## src/rtl/uart_rx_fifo.sv

```systemverilog
// uart_rx_fifo: byte buffer between the UART receiver and its consumer.
//
// Captures each received byte on the receiver's one-cycle strobe into a
// circular FIFO. Bytes are presented first-word-fall-through over a
// valid/ready handshake. All outputs are registered, so there is no
// combinational path from i_ready or i_rx_valid to any output.
//
// Optional feature: define UART_RX_FIFO_LINE_DETECT_EN to add newline
// (8'h0A) tracking through o_line_cnt / o_line_ready.
//
// Ports:
//   clk          system clock
//   i_rst_n      asynchronous active-low reset
//   i_rx_byte    received byte
//   i_rx_valid   one-cycle strobe, i_rx_byte valid
//   o_data       head-of-FIFO byte, meaningful while o_valid = 1
//   o_valid      FIFO not empty
//   i_ready      consumer takes o_data this cycle
//   o_count      entries stored, 0..DEPTH
//   o_full       o_count == DEPTH
//   o_empty      o_count == 0
//   o_overflow   sticky: a byte was dropped because the FIFO was full
//   o_line_cnt   (optional) number of 8'h0A bytes stored
//   o_line_ready (optional) o_line_cnt != 0
//   i_clr_ovf    one-cycle pulse clearing o_overflow
module uart_rx_fifo #(
  parameter int unsigned DEPTH  = 16,
  parameter int unsigned ADDR_W = 4
) (
  input  logic              clk,
  input  logic              i_rst_n,
  input  logic [7:0]        i_rx_byte,
  input  logic              i_rx_valid,
  output logic [7:0]        o_data,
  output logic              o_valid,
  input  logic              i_ready,
  output logic [ADDR_W:0]   o_count,
  output logic              o_full,
  output logic              o_empty,
  output logic              o_overflow,
`ifdef UART_RX_FIFO_LINE_DETECT_EN
  output logic [ADDR_W:0]   o_line_cnt,
  output logic              o_line_ready,
`endif
  input  logic              i_clr_ovf
);

  localparam logic [ADDR_W:0]   CntFull = (ADDR_W + 1)'(DEPTH);
  localparam logic [ADDR_W:0]   CntOne  = (ADDR_W + 1)'(1);
  localparam logic [ADDR_W-1:0] PtrOne  = ADDR_W'(1);

  logic [7:0]        mem_q [DEPTH];
  logic [ADDR_W-1:0] wr_ptr_q, wr_ptr_d;
  logic [ADDR_W-1:0] rd_ptr_q, rd_ptr_d;
  logic [ADDR_W:0]   count_q, count_d;
  logic [7:0]        data_q, data_d;
  logic              valid_q, full_q, empty_q, ovf_q, ovf_d;
  logic              push, pop, ovf_evt;

  always_comb begin
    pop      = valid_q & i_ready;
    // A full FIFO still accepts a byte when a pop frees a slot in the same cycle.
    push     = i_rx_valid & (~full_q | pop);
    ovf_evt  = i_rx_valid & full_q & ~pop;

    wr_ptr_d = push ? wr_ptr_q + PtrOne : wr_ptr_q;
    rd_ptr_d = pop  ? rd_ptr_q + PtrOne : rd_ptr_q;

    count_d = count_q;
    unique case ({push, pop})
      2'b10:   count_d = count_q + CntOne;
      2'b01:   count_d = count_q - CntOne;
      default: count_d = count_q;
    endcase

    // Bypass: when the new head is the slot being written this cycle, the
    // memory does not hold the byte yet, so take it straight from the input.
    if (push && (wr_ptr_q == rd_ptr_d)) begin
      data_d = i_rx_byte;
    end else begin
      data_d = mem_q[rd_ptr_d];
    end

    // A new overflow wins over a simultaneous clear.
    if (ovf_evt) begin
      ovf_d = 1'b1;
    end else if (i_clr_ovf) begin
      ovf_d = 1'b0;
    end else begin
      ovf_d = ovf_q;
    end
  end

  always_ff @(posedge clk) begin
    if (push) begin
      mem_q[wr_ptr_q] <= i_rx_byte;
    end
  end

  always_ff @(posedge clk or negedge i_rst_n) begin
    if (!i_rst_n) begin
      wr_ptr_q <= '0;
      rd_ptr_q <= '0;
      count_q  <= '0;
      data_q   <= 8'h00;
      valid_q  <= 1'b0;
      full_q   <= 1'b0;
      empty_q  <= 1'b1;
      ovf_q    <= 1'b0;
    end else begin
      wr_ptr_q <= wr_ptr_d;
      rd_ptr_q <= rd_ptr_d;
      count_q  <= count_d;
      data_q   <= data_d;
      valid_q  <= (count_d != '0);
      full_q   <= (count_d == CntFull);
      empty_q  <= (count_d == '0);
      ovf_q    <= ovf_d;
    end
  end

  assign o_data     = data_q;
  assign o_valid    = valid_q;
  assign o_count    = count_q;
  assign o_full     = full_q;
  assign o_empty    = empty_q;
  assign o_overflow = ovf_q;

`ifdef UART_RX_FIFO_LINE_DETECT_EN
  logic [ADDR_W:0] line_cnt_q, line_cnt_d;
  logic            line_ready_q;
  logic            line_inc, line_dec;

  always_comb begin
    // Dropped newlines never reach memory, so only accepted pushes count.
    line_inc   = push & (i_rx_byte == 8'h0A);
    line_dec   = pop & (data_q == 8'h0A);
    line_cnt_d = line_cnt_q;
    unique case ({line_inc, line_dec})
      2'b10:   line_cnt_d = line_cnt_q + CntOne;
      2'b01:   line_cnt_d = line_cnt_q - CntOne;
      default: line_cnt_d = line_cnt_q;
    endcase
  end

  always_ff @(posedge clk or negedge i_rst_n) begin
    if (!i_rst_n) begin
      line_cnt_q   <= '0;
      line_ready_q <= 1'b0;
    end else begin
      line_cnt_q   <= line_cnt_d;
      line_ready_q <= (line_cnt_d != '0);
    end
  end

  assign o_line_cnt   = line_cnt_q;
  assign o_line_ready = line_ready_q;
`endif

endmodule
```

## config.mk

```make
export PLATFORM = sky130hd
export DESIGN_NAME = uart_rx_fifo
export DESIGN_NICKNAME = d
export VERILOG_FILES = /design/src/rtl/uart_rx_fifo.sv
export SDC_FILE = /design/constraint.sdc
export NUM_CORES = 1
export LEC_CHECK = 0
export BUFFER_PORTS_ARGS = -buffer_cell sky130_fd_sc_hd__buf_2
export CORE_MARGIN = 5
export CORE_UTILIZATION = 56
export CTS_BUF_LIST = sky130_fd_sc_hd__clkbuf_16
export DETAILED_ROUTE_END_ITERATION = 8
export PLACE_DENSITY = 0.86
export RECOVER_POWER = 50
export SYNTH_ARGS = -nofsm -noshare
export SYNTH_HDL_FRONTEND = slang
export SYNTH_SLANG_ARGS = --single-unit
export TNS_END_PERCENT = 20
```

## constraint.sdc

```tcl
create_clock -name clk -period 3.6 [get_ports clk]
set_clock_uncertainty 0.2 [all_clocks]
set_input_delay 0.18 -clock clk [delete_from_list [all_inputs] [get_ports clk]]
set_output_delay 0.18 -clock clk [all_outputs]
set_load 0.05 [all_outputs]
```

# Yosys cells after proc, flatten, opt, wreduce, memory -nomap -nowiden
# Memory sizes are Yosys's and may differ from the RTL's. A register that Yosys moved wholly into a read port is not among the register bits.
# Index checks and enable logic that the tools add are counted.
[word_totals] register_bits=17 output_inout_bits=17 ram_bits=128 n_memories=1 inputBits=13 mem_bits_ro=0 latch_bits=0 wordCells=32
[op_classes] n_lt_le_gt_ge=0 add_sub_neg=4 bitwise_logic=7 div=0 reduce_logical=4 muxes=6 multipliers=0 shifts=0 n_eq_ne=3
[memory_table] memory="mem_q" depth=16 word_bits=8 rd=1 rd_clocked_by_memory_dff=1 wr=1 line="52" source="logic [7:0] mem_q [DEPTH];"
[ops] cell="5-bit case mux with 2 select lines" n=1
[ops] cell="4-bit by 1-bit adder with 4-bit output (second input constant)" n=2
[ops] cell="5-bit by 1-bit adder with 5-bit output (second input constant)" n=1
[ops] cell="5-bit equality test (second input constant)" n=1
[ops] cell="5-bit logical NOT" n=1
[ops] cell="5-bit nonzero test" n=1
[ops] cell="5-bit by 1-bit subtractor with 5-bit output (second input constant)" n=1
[ops] cell="1-bit AND" n=4
[ops] cell="1-bit two-way mux" n=4
[ops] cell="4-bit two-way mux" n=1
[ops] cell="2-bit by 1-bit equality test with 1-bit output (second input constant)" n=1
[ops] cell="2-bit equality test (second input constant)" n=1
[ops] cell="1-bit NOT" n=2
[ops] cell="2-bit nonzero test" n=1
[ops] cell="1-bit logical NOT" n=1
[ops] cell="1-bit bitwise OR" n=1

# Longest topological paths before layout
[depth] ltp_word=6 ltp_mapped=15 depth_no_buf=11

# Worst setup path after synthesis
# OpenSTA, ideal clock, no wires.
[synth_path] path_kind="register to register" from="reg valid_q, in the netlist o_valid" to="reg valid_q, in the netlist o_valid" setup_slack_ps=-440 path_stages_with_launch=16 arrival_ps=3702 setup_ps=139 t_required_ps=3261 period_less_slack_ps=4040 n_path_buf=4 path_cell_list="dfrtp_1 > buf_2 > nand2_1 > buf_2 > buf_1 > a21boi_2 > inv_1 > ha_1 > buf_6 > xor2_1 > ha_1 > a21boi_2 > o221a_4 > nor4_4 > a2111oi_4 > or4_1"
[synth_via] elab_chain_cells=6 word_cells_on_any_way=7 classes_between="eq/ne (2); mux (1); bitwise (3); reduce/logical (1)"
[synth_lines] element="start: declaration" line="57" source="logic valid_q, full_q, empty_q, ovf_q, ovf_d;"
[synth_lines] element="start signal: assignment" line="115" source="valid_q <= (count_d != '0);"
[synth_lines] element="1-bit AND (*)" line="61" source="pop = valid_q & i_ready;"
[synth_lines] element="1-bit bitwise OR" line="63" source="push = i_rx_valid & (~full_q | pop);"
[synth_lines] element="1-bit AND" line="63"
[synth_lines] element="2-bit by 1-bit equality test with 1-bit output / 2-bit equality test (equally long branches)" line="70" source="unique case ({push, pop})"
[synth_lines] element="5-bit case mux with 2 select lines (*)" line="70"
[synth_lines] element="named net count_d[4]" line="55" source="logic [ADDR_W:0] count_q, count_d;"
[synth_lines] element="5-bit nonzero test (*)" line="115"
# The timed path passes the listed nets; every way through them passes the cells marked *.
# A chain may end at the register's enable or synchronous reset.

# Worst setup path in the final report
# Ends and elaborated chain as after synthesis.

==> results.md <==
- Number of flops mapped to enable cells by yosys: 128
- R2R depth: 11
- Area contributors post-synth: edfxtp_1 49%, mux2i_1 8.2%, dfrtp_1 7.7%, o22ai_1 2.6%, o21ai_0 2.1%
- Io pins: 30
- Post-route setup TNS: 0 ns
- Mapped Area: 0.00779 mm²
- All-Layer GR Usage: 0.247
- Routed wire length: 20.0 mm
- Critical path origin: o_valid
- Required time worst endpoint: 3.69 ns
- Area growth syn-to-layout: 12.5%
- Area share of the largest cell type after synthesis: 0.493
- Startpoint types: flop
- Core Area: 0.0138 mm²
- Placed cell areas: 0.00808 mm²
- DP HPWL: 12.2 mm
- CTS Sinks: 153
- Post-Syn Nets: 654
- H-tree depth: 4
- Synth unique cells: 63
- Hold Vio Cnt, Final: 0
- Seq/Total Area, Yosys: 0.574
- CP endpoint kind: flop
- Largest net degree at the start of global routing: 94
- Initial Util: 0.566
- Initial antenna violation count: 0
- Cts repair resizes: 0
- FFs w/ async S/R, synth: 0.163
- Average size of a mapped cell: 12.3 µm²
- Post-Syn Instances: 632
- #FFs+latches synth: 153
- Internal power: 4.80 mW
- Number of max-cap violations: 1
- Maximum VDD drop: 0.000603 V
- Period utilization: 0.923
- Reg power frac: 0.302
- Vias per cell: 6.85
- Failing checks: capacitance limit, slew limit
- Detailed-route wire length per cell: 23.6 µm
- Vias in the first global route: 5759
- Util after Layout: 0.637
- DR vias: 5804
- Root Buffer: clkbuf_16
- Share of layout cells above drive strength 1: 0.118
- Sw Ratio: 0.416
- R2r startpoint: o_valid
- Hold Path Stages: 3
- Clock Path Buffers: 2
- Setup-failing EPs final: 0
- Final min period: 3.32 ns
- First-pass GRT wire length: 31.0 mm
- Grt total ovfl: 0
- Worst Tran Pin Value: 1.57 ns
- Fin area: 0.00877 mm²
- Top-count cell post-synth: edfxtp_1
- Drt first pass iters: 5
- Cell taking the most area after synthesis: edfxtp_1
- Sw power: 3.42 mW
- Antenna Cells: 0
- CTS buffer count: 17
- Primary FF master, synth: edfxtp_1
- TritonCTS clock tree: built
- Status: finished with violations
- Nets: 676
- Post-CTS setup buffer count: 0
- Critical path class: flop to flop
- Clock power share: 0.228
- Power per Cell Area: 937 mW/mm²
- Post-DRT Antenna Nets: 0
- Core Rows: 43
- Max_slew headroom: -0.0482
- DRC Markers: 0
- Logic pwr share: 0.471
- Worst EP arrival: 3.41 ns
- Die Footprint: 0.0164 mm²
- Worst-skew pair later-pin latency: 0.43 ns
- Crit-path max FO: 10
- Hold Path Origin: i_rx_valid
- RSZ-0062 raised after global routing: false
- # fillers: 997
- Final Max Slew Viols: 26
- HP Class: primary input to flop
- Max Freq: 0.301 GHz
- Clock transition at path regs: 0.06 ns
- PortBufs: 29
- Detailed Route Iter0 Violations: 726
- Total power: 8.22 mW
- Synth top cells by count: 128 x edfxtp_1, 64 x mux2i_1, 32 x o21ai_0, 32 x o22ai_1, 30 x nor2_1
- Die Ht: 128 µm
- Total number of yosys warnings: 0
- Post-CTS Hold Fix Bufs: 9
- GP Congestion: 0.877
- Leakage: 3.17 nW
- Die Width: 128 µm
[final timing paths]
| check | endpoint | slack (ns) |
|---|---|---|
| max in group asynchronous | rd_ptr_q[0] | 1.60 |
| min in group asynchronous | o_count[2] | 0.49 |
| worst min-delay path | wr_ptr_q[0] | 0.01 |
| worst min register to register | o_count[0] | 0.41 |
| worst max-delay path | o_valid | 0.28 |
| worst max register to register | o_valid | 0.28 |
[cell type report]
| class | instances | area (µm²) | share of cell area |
|---|---|---|---|
| Clock buffer | 17 | 425 | 0.0485 |
| Clock inverter | 15 | 190 | 0.0217 |
| Inverter | 24 | 90.1 | 0.0103 |
| Multi-Input combinational cell | 404 | 3020 | 0.344 |
| Sequential cell | 153 | 4480 | 0.510 |
| Tap cell | 180 | 225 | 0.0257 |
| Timing Repair Buffer | 54 | 349 | 0.0398 |
[routing by layer]
metal	up-vias	part of all wire	track usage	wire length [µm]
li1	2521	-	-	-
met1	2820	0.35	0.300	7060
met2	393	0.51	0.421	10200
met3	70	0.11	0.0571	2120
met5	-	0	0	0
met4	0	0.032	0.112	649
[per-stage QoR]
stage | hold WS [ns] | cells | setup slack (ns)
after floorplan | -0.316 | 632 | 0.00219
after global placement | 0.0161 | 806 | 0.491
after detailed placement | 0.0239 | 806 | 0.322
after CTS | 0.00140 | 847 | 0.284
after global routing | 0.0212 | 847 | 0.122
final | 0.0147 | 847 | 0.277
[power by group through the flow]
stage                     Sequential [mW]  Clock, mW  Combinational [mW]
after floorplan                      2.69          0                2.57
after global placement               2.47          0                3.59
after detailed placement             2.49          0                3.74
after CTS                            2.47       1.88                3.80
after global routing                 2.50       1.95                4.07
final                                2.48       1.87                3.87
[critical path, cell delays in order (launching register included)]
cell       delay, ns
dfrtp_2         0.45
nand2_2         0.12
a21boi_4        0.28
inv_2           0.07
ha_2            0.26
xor2_1          0.20
ha_1            0.25
a21boi_2        0.18
o221a_4         0.32
nor4_4          0.20
a2111oi_4       0.09
or4_1           0.56
[cell families after synthesis]
kind of cell	share of synthesized area
compound gates	0.153
xor+xnor	0.0162
fa+ha+maj	0.0144
buf+inv	0.0432
flops	0.574
mux	0.0851
simple gates	0.114
[flip-flops by register name (all words and copies together) (netlist names)]
register	cells
o_empty	1
o_valid	1
o_overflow	1
mem_q	128
o_full	1
rd_ptr_q	4
wr_ptr_q	4
o_data	8
o_count	5
[cells in the final DEF, fill, tap and decap left out, types with 2 or more instances in the layout]
master         synthesis  final
nand4_1               17     17
buf_4                  1     15
or3_1                 17     17
a21oi_1                2      2
buf_2                 22     14
a21boi_2               3      2
nor4_4                 1      2
inv_2                  2      3
o21ai_1                3      3
and3b_1                2      2
dlygate4sd3_1          0      9
xor3_1                 2      2
o311ai_0              12     12
o32a_1                 8      8
inv_1                 22     23
clkinv_2               0      2
a211o_1               16     16
mux2i_1               64     64
o21a_1                 2      2
nor3_1                29     29
clkinv_1               0      6
a31oi_1                8      8
o22ai_1               32     32
edfxtp_1             128    128
nor3b_1                3      3
o311ai_1               4      4
clkbuf_1              21     15
nand3_1               20     20
clkbuf_16              0     17
dfrtp_1               24     22
nor2_1                30     30
nand2b_1              19     19
o21ai_0               32     32
xnor2_1                7      7
nand2_1               12     11
o311a_1                8      8
a2bb2oi_1             16     16
ha_1                   9      8
bufinv_16              0      5
No activity file was read; power rests on OpenSTA's default activity.
